**src/rtl/attn_seq_pkg.sv**
```systemverilog
// Shared state encoding, Q8.8 constants and sizing helper for the attention token sequencer.
package attn_seq_pkg;

  typedef enum logic [1:0] {
    ST_GATHER = 2'd0,
    ST_ISSUE  = 2'd1,
    ST_WAIT   = 2'd2,
    ST_DRAIN  = 2'd3
  } seq_state_e;

  localparam logic signed [15:0] ONE = 16'sd256;

  // Index counters never collapse to zero width, even for a single-element vector.
  function automatic int idx_width(input int n);
    return (n > 1) ? $clog2(n) : 1;
  endfunction

endpackage

```
**src/rtl/attn_watchdog.sv**
```systemverilog
// Response watchdog: cleared on issue, counts while enabled, flags expiry on the TIMEOUT-th idle count.
// Combinational expire flag, zero added latency; no handshake of its own.
module attn_watchdog #(
  parameter int TIMEOUT = 50
) (
  input  logic clk,
  input  logic rst_n,
  input  logic clr_i,
  input  logic en_i,
  output logic expire_o
);

  localparam int TW = $clog2(TIMEOUT + 1);
  localparam logic [TW-1:0] LIMIT = TW'(TIMEOUT - 1);
  localparam logic [TW-1:0] SAT   = TW'(TIMEOUT);

  logic [TW-1:0] timer_q, timer_d;

  always_comb begin
    timer_d = timer_q;
    if (clr_i) begin
      timer_d = '0;
    end else if (en_i && (timer_q != SAT)) begin
      timer_d = timer_q + TW'(1);
    end
  end

  // Fires during the last idle cycle, so the state change and the error land on the same edge.
  assign expire_o = en_i && !clr_i && (timer_q == LIMIT);

  always_ff @(posedge clk or negedge rst_n) begin
    if (!rst_n) begin
      timer_q <= '0;
    end else begin
      timer_q <= timer_d;
    end
  end

endmodule

```
**src/rtl/attn_token_sequencer.sv**
```systemverilog
// Gathers one token vector, issues a single-cycle request to attention_unit, drains the response.
// Issue one cycle after the last input beat; drain starts one cycle after attn_valid_out; m_ready stalls hold data.
module attn_token_sequencer
  import attn_seq_pkg::*;
#(
  parameter int EMBED_DIM  = 4,
  parameter int DATA_WIDTH = 16,
  parameter int TIMEOUT    = 50
) (
  input  logic                            clk,
  input  logic                            rst_n,
  input  logic                            s_valid,
  output logic                            s_ready,
  input  logic [DATA_WIDTH-1:0]           s_data,
  output logic                            attn_valid_in,
  output logic [EMBED_DIM*DATA_WIDTH-1:0] attn_x,
  input  logic                            attn_valid_out,
  input  logic [EMBED_DIM*DATA_WIDTH-1:0] attn_y,
  output logic                            m_valid,
  input  logic                            m_ready,
  output logic [DATA_WIDTH-1:0]           m_data,
  output logic                            m_last,
  input  logic                            err_clr,
  output logic                            timeout_err,
  output logic [15:0]                     tok_count
);

  localparam int IW = idx_width(EMBED_DIM);
  localparam logic [IW-1:0] LAST_IDX = IW'(EMBED_DIM - 1);

  typedef logic [EMBED_DIM-1:0][DATA_WIDTH-1:0] vec_t;

  seq_state_e    state_q, state_d;
  logic [IW-1:0] idx_q, idx_d;
  logic [IW-1:0] odx_q, odx_d;
  vec_t          x_q, x_d;
  vec_t          y_q, y_d;
  logic          avi_q, avi_d;
  logic [15:0]   tok_q, tok_d;
  logic          err_q, err_d;
  logic          wd_clr, wd_en, wd_expire;

  attn_watchdog #(
    .TIMEOUT (TIMEOUT)
  ) u_wd (
    .clk      (clk),
    .rst_n    (rst_n),
    .clr_i    (wd_clr),
    .en_i     (wd_en),
    .expire_o (wd_expire)
  );

  always_comb begin
    state_d = state_q;
    idx_d   = idx_q;
    odx_d   = odx_q;
    x_d     = x_q;
    y_d     = y_q;
    avi_d   = 1'b0;
    tok_d   = tok_q;
    err_d   = err_clr ? 1'b0 : err_q;
    wd_clr  = 1'b0;
    wd_en   = 1'b0;
    case (state_q)
      ST_GATHER: begin
        if (s_valid) begin
          x_d[idx_q] = s_data;
          if (idx_q == LAST_IDX) begin
            idx_d   = '0;
            avi_d   = 1'b1;
            state_d = ST_ISSUE;
          end else begin
            idx_d = idx_q + IW'(1);
          end
        end
      end
      ST_ISSUE: begin
        wd_clr  = 1'b1;
        state_d = ST_WAIT;
      end
      ST_WAIT: begin
        if (attn_valid_out) begin
          y_d     = attn_y;
          odx_d   = '0;
          state_d = ST_DRAIN;
        end else begin
          wd_en = 1'b1;
          // A timeout overrides a simultaneous err_clr.
          if (wd_expire) begin
            err_d   = 1'b1;
            state_d = ST_GATHER;
          end
        end
      end
      ST_DRAIN: begin
        if (m_ready) begin
          if (odx_q == LAST_IDX) begin
            odx_d   = '0;
            tok_d   = tok_q + 16'd1;
            state_d = ST_GATHER;
          end else begin
            odx_d = odx_q + IW'(1);
          end
        end
      end
      default: state_d = ST_GATHER;
    endcase
  end

  always_ff @(posedge clk or negedge rst_n) begin
    if (!rst_n) begin
      state_q <= ST_GATHER;
      idx_q   <= '0;
      odx_q   <= '0;
      x_q     <= '0;
      y_q     <= '0;
      avi_q   <= 1'b0;
      tok_q   <= '0;
      err_q   <= 1'b0;
    end else begin
      state_q <= state_d;
      idx_q   <= idx_d;
      odx_q   <= odx_d;
      x_q     <= x_d;
      y_q     <= y_d;
      avi_q   <= avi_d;
      tok_q   <= tok_d;
      err_q   <= err_d;
    end
  end

  assign s_ready       = rst_n && (state_q == ST_GATHER);
  assign attn_valid_in = avi_q;
  assign attn_x        = x_q;
  assign m_valid       = (state_q == ST_DRAIN);
  assign m_data        = m_valid ? y_q[odx_q] : '0;
  assign m_last        = m_valid && (odx_q == LAST_IDX);
  assign timeout_err   = err_q;
  assign tok_count     = tok_q;

endmodule
```
**config.mk**
```make
export PLATFORM = sky130hd
export DESIGN_NAME = attn_token_sequencer
export DESIGN_NICKNAME = d
export VERILOG_FILES = /design/src/rtl/attn_seq_pkg.sv /design/src/rtl/attn_watchdog.sv /design/src/rtl/attn_token_sequencer.sv
export SDC_FILE = /design/constraint.sdc
export NUM_CORES = 1
export LEC_CHECK = 0
export BUFFER_PORTS_ARGS = -buffer_cell sky130_fd_sc_hd__buf_2
export CAP_MARGIN = 20
export CORE_ASPECT_RATIO = 0.75
export CORE_MARGIN = 3
export CORE_UTILIZATION = 47
export DETAILED_ROUTE_END_ITERATION = 12
export PLACE_DENSITY = 0.78
export SYNTH_ARGS = -nofsm -noshare
export SYNTH_HDL_FRONTEND = slang
export SYNTH_HIERARCHICAL = 1
export SYNTH_SLANG_ARGS = --single-unit
```
**constraint.sdc**
```tcl
create_clock -name clk -period 1.5 [get_ports clk]
set_input_delay 0 -clock clk [delete_from_list [all_inputs] [get_ports clk]]
set_output_delay 0 -clock clk [all_outputs]
set_load 0.05 [all_outputs]
```
==> results.toml <==
[run_status]
violations = "negative setup slack"
status = "complete, but fails checks"

[setup_path]
slowest_delay_ns = 0.51
path_depth = 4
crit_path_start_kind = "flip-flop"
path_class = "flip-flop to primary output"
crit_buf_inv = 2
worstPathArrival_ns = 1.90
required_ns = 1.50
critPathMaxFanout = 8
ff2ff_path_depth = 8
setup.worst_path.end_class = "primary output"
crit_chain = "clkbuf_16, mux4_2, and2_4, buf_8"
regToRegSetupSlack_ns = -0.33
slowest_stage = "mux4_2"
crit_family = "multiplexers"

[run]
cap_violations = 0

[place]
finalWeightedCongestion = 0.818
dpl.hpwl_um = 11500
io_buffers = 186

[timing]
worst_slew_pin_slew_ns = 0.615
fmax_mhz = 527
hold_viol = 0
worst_slack_ns = -0.396
relSlewSlack = 0.590
fin_hold_ws_ns = 0.0766
finalMaxSlewViolations = 0
rsz0062_at_grt = "yes"
fin_worst_skew_ns = 0.00993
tns_ns = -20.07
finalSetupViolations = 142
fin_crit_ns = 1.90
finalCritPeriodShare = 1.26

[die]
rows = 37
die_w_um = 146
core_area_um2 = 14000
start_util = 0.491
die_area_um2 = 16200
ios = 187
die-height_um = 111

[synth]
yosys_warnings = 6
synthArstFlopShare = 1.00
ys_ff_latch = 158
synth_top_area_frac = 0.574
synth_area_leaders = "dfrtp_1 57%, mux2_2 21%, mux4_2 5.2%"
synth_top_flop_cell = "dfrtp_1"
synth_nets = 556
yosysMostFrequentCell = "dfrtp_1"
synth_edf_count = 0
synth_area_um2 = 6890
synth_common_cells = "158 x dfrtp_1, 129 x mux2_2, 23 x and2_1, 16 x mux4_2, 14 x nand2_1"
syn_inst = 461
avgSynthCellArea_um2 = 14.9
synth_area_leader_cell = "dfrtp_1"
ys_types = 44
ys_seq_area_frac = 0.574

[route]
ant_nets = 0
wire_per_inst_um = 20.2
vias = 5175
dr.pass1.iters = 4
drt_wl_total_um = 20100
viasPerCell = 5.20
drc_errors = 0
drt_iter0_markers = 236

[global_routing]
grt_max_degree = 118
first_global_vias = 5840
antenna_found_initial = 0
grt_pass1_wl_um = 31700
overflow = 0
globalRouteTotalUtil = 0.249

[clock_network]
cts_buffer_depth = 2
htree_levels = 4
clkLatencyLatePin_ns = 0.42
cts_tree = "built"
clk_pin_slew_ns = 0.06
cts_buffers = 17
clock_sinks = 158
root_buffer = "clkbuf_16"

[worst_hold_path]
hold_path_depth = 4
hold_class = "input pin to flip-flop"

[power_and_ir_drop]
p_per_area_nw_per_um2 = 2200
ir_worst_vdd_mv = 1.73
leakage_nw = 5.22

[cells_and_area]
drive_above_1_share = 0.601
diodes = 0
syn2layout_area_growth_pct = 56.5
nets = 882
[layer usage]
layer,up-vias,routed length (µm),share of wire,GRT usage
met2,165,10700,0.53,0.437
met5,-,0,0,0
met3,34,931,0.046,0.0707
met1,2671,8110,0.40,0.298
met4,0,401,0.020,0.0772
li1,2305,-,-,-
[final timing paths]
path / from / end
max: odx_q[0]$_DFFE_PN0P_ / m_data[5]
min: attn_valid_out / state_q[0]$_DFFE_PN0P_
max reg2reg: odx_q[0]$_DFFE_PN0P_ / tok_count[11]$_DFFE_PN0P_
min reg2reg: tok_count[15]$_DFFE_PN0P_ / tok_count[15]$_DFFE_PN0P_
max in group asynchronous: rst_n / y_q[39]$_DFFE_PN0P_
min in group asynchronous: rst_n / y_q[1]$_DFFE_PN0P_
[power breakdown]
part	leakage, nW	internal, W	total, W	switching [W]
Sequential	1.97	0.00593	0.00698	0.00104
Clock	0.286	0.00254	0.00429	0.00174
Combinational	2.96	0.00560	0.0124	0.00683
Total	5.22	0.0141	0.0237	0.00962
[state kept, by name, indices dropped and copies added (netlist names)]
register / flops
attn_x: 64
y_q: 64
tok_count: 16
u_wd/timer_q: 6
idx_q: 2
odx_q: 2
state_q: 2
attn_valid_in: 1
timeout_err: 1
[placed cells by master, fill, tap and decap left out, drive strengths merged, types with 7 or more instances in the layout]
cell           n
and2          23
ha             9
dfrtp        158
nand4          7
dlygate4sd3   83
buf          243
mux2         129
inv           10
mux4          16
xor2           8
nand2         14
clkbuf        26
nor2           9
xnor2          9
nand3          8
[stage by stage]
stage	instance area [µm²]	power (W)	cells	util	setup WS, ns
floorplan	7020	0.0142	461	-	-0.120
global placement	8310	0.0163	850	0.593	-0.0725
detailed placement	8310	0.0167	850	0.593	-0.120
CTS	10400	0.0226	982	0.741	-0.426
global route	10800	0.0247	995	0.769	-0.468
finish	10800	0.0237	995	0.769	-0.396
[layout make-up]
class,count,area (µm²)
Clock buffer,19,453
Clock inverter,13,138
Fill cell,826,3240
Inverter,7,26.3
Multi-Input combinational cell,270,3110
Sequential cell,158,3960
Tap cell,195,244
Timing Repair Buffer,333,2850
[tightest hold or removal path, delay by kind of cell]
family / cells / cell delay (ns)
AOI/OAI and AO/OA: 2 / 0.23
buffers and inverters: 1 / 0.13
and+or+nand+nor: 1 / 0.08
[repair_timing]
action,CTS,global route
endpoints found under the hold margin,290,0
gates cloned,7,7
pin swaps,11,30
hold buffers,83,0
setup endpoints to repair,162,153
gates resized for setup,120,57
buffers inserted,10,8
[cells by family (layout without fill, tap and decap cells)]
logic type      after synthesis  count (layout)  share of synthesized area
flops                       158             158                      0.574
mux                         145             145                      0.263
simple gates                 82              82                     0.0747
buf+inv                      33             372                     0.0347
compound gates               17              17                     0.0154
xor+xnor                     17              17                     0.0216
fa+ha+maj                     9               9                     0.0163
Power figures use the tool's default switching activity.
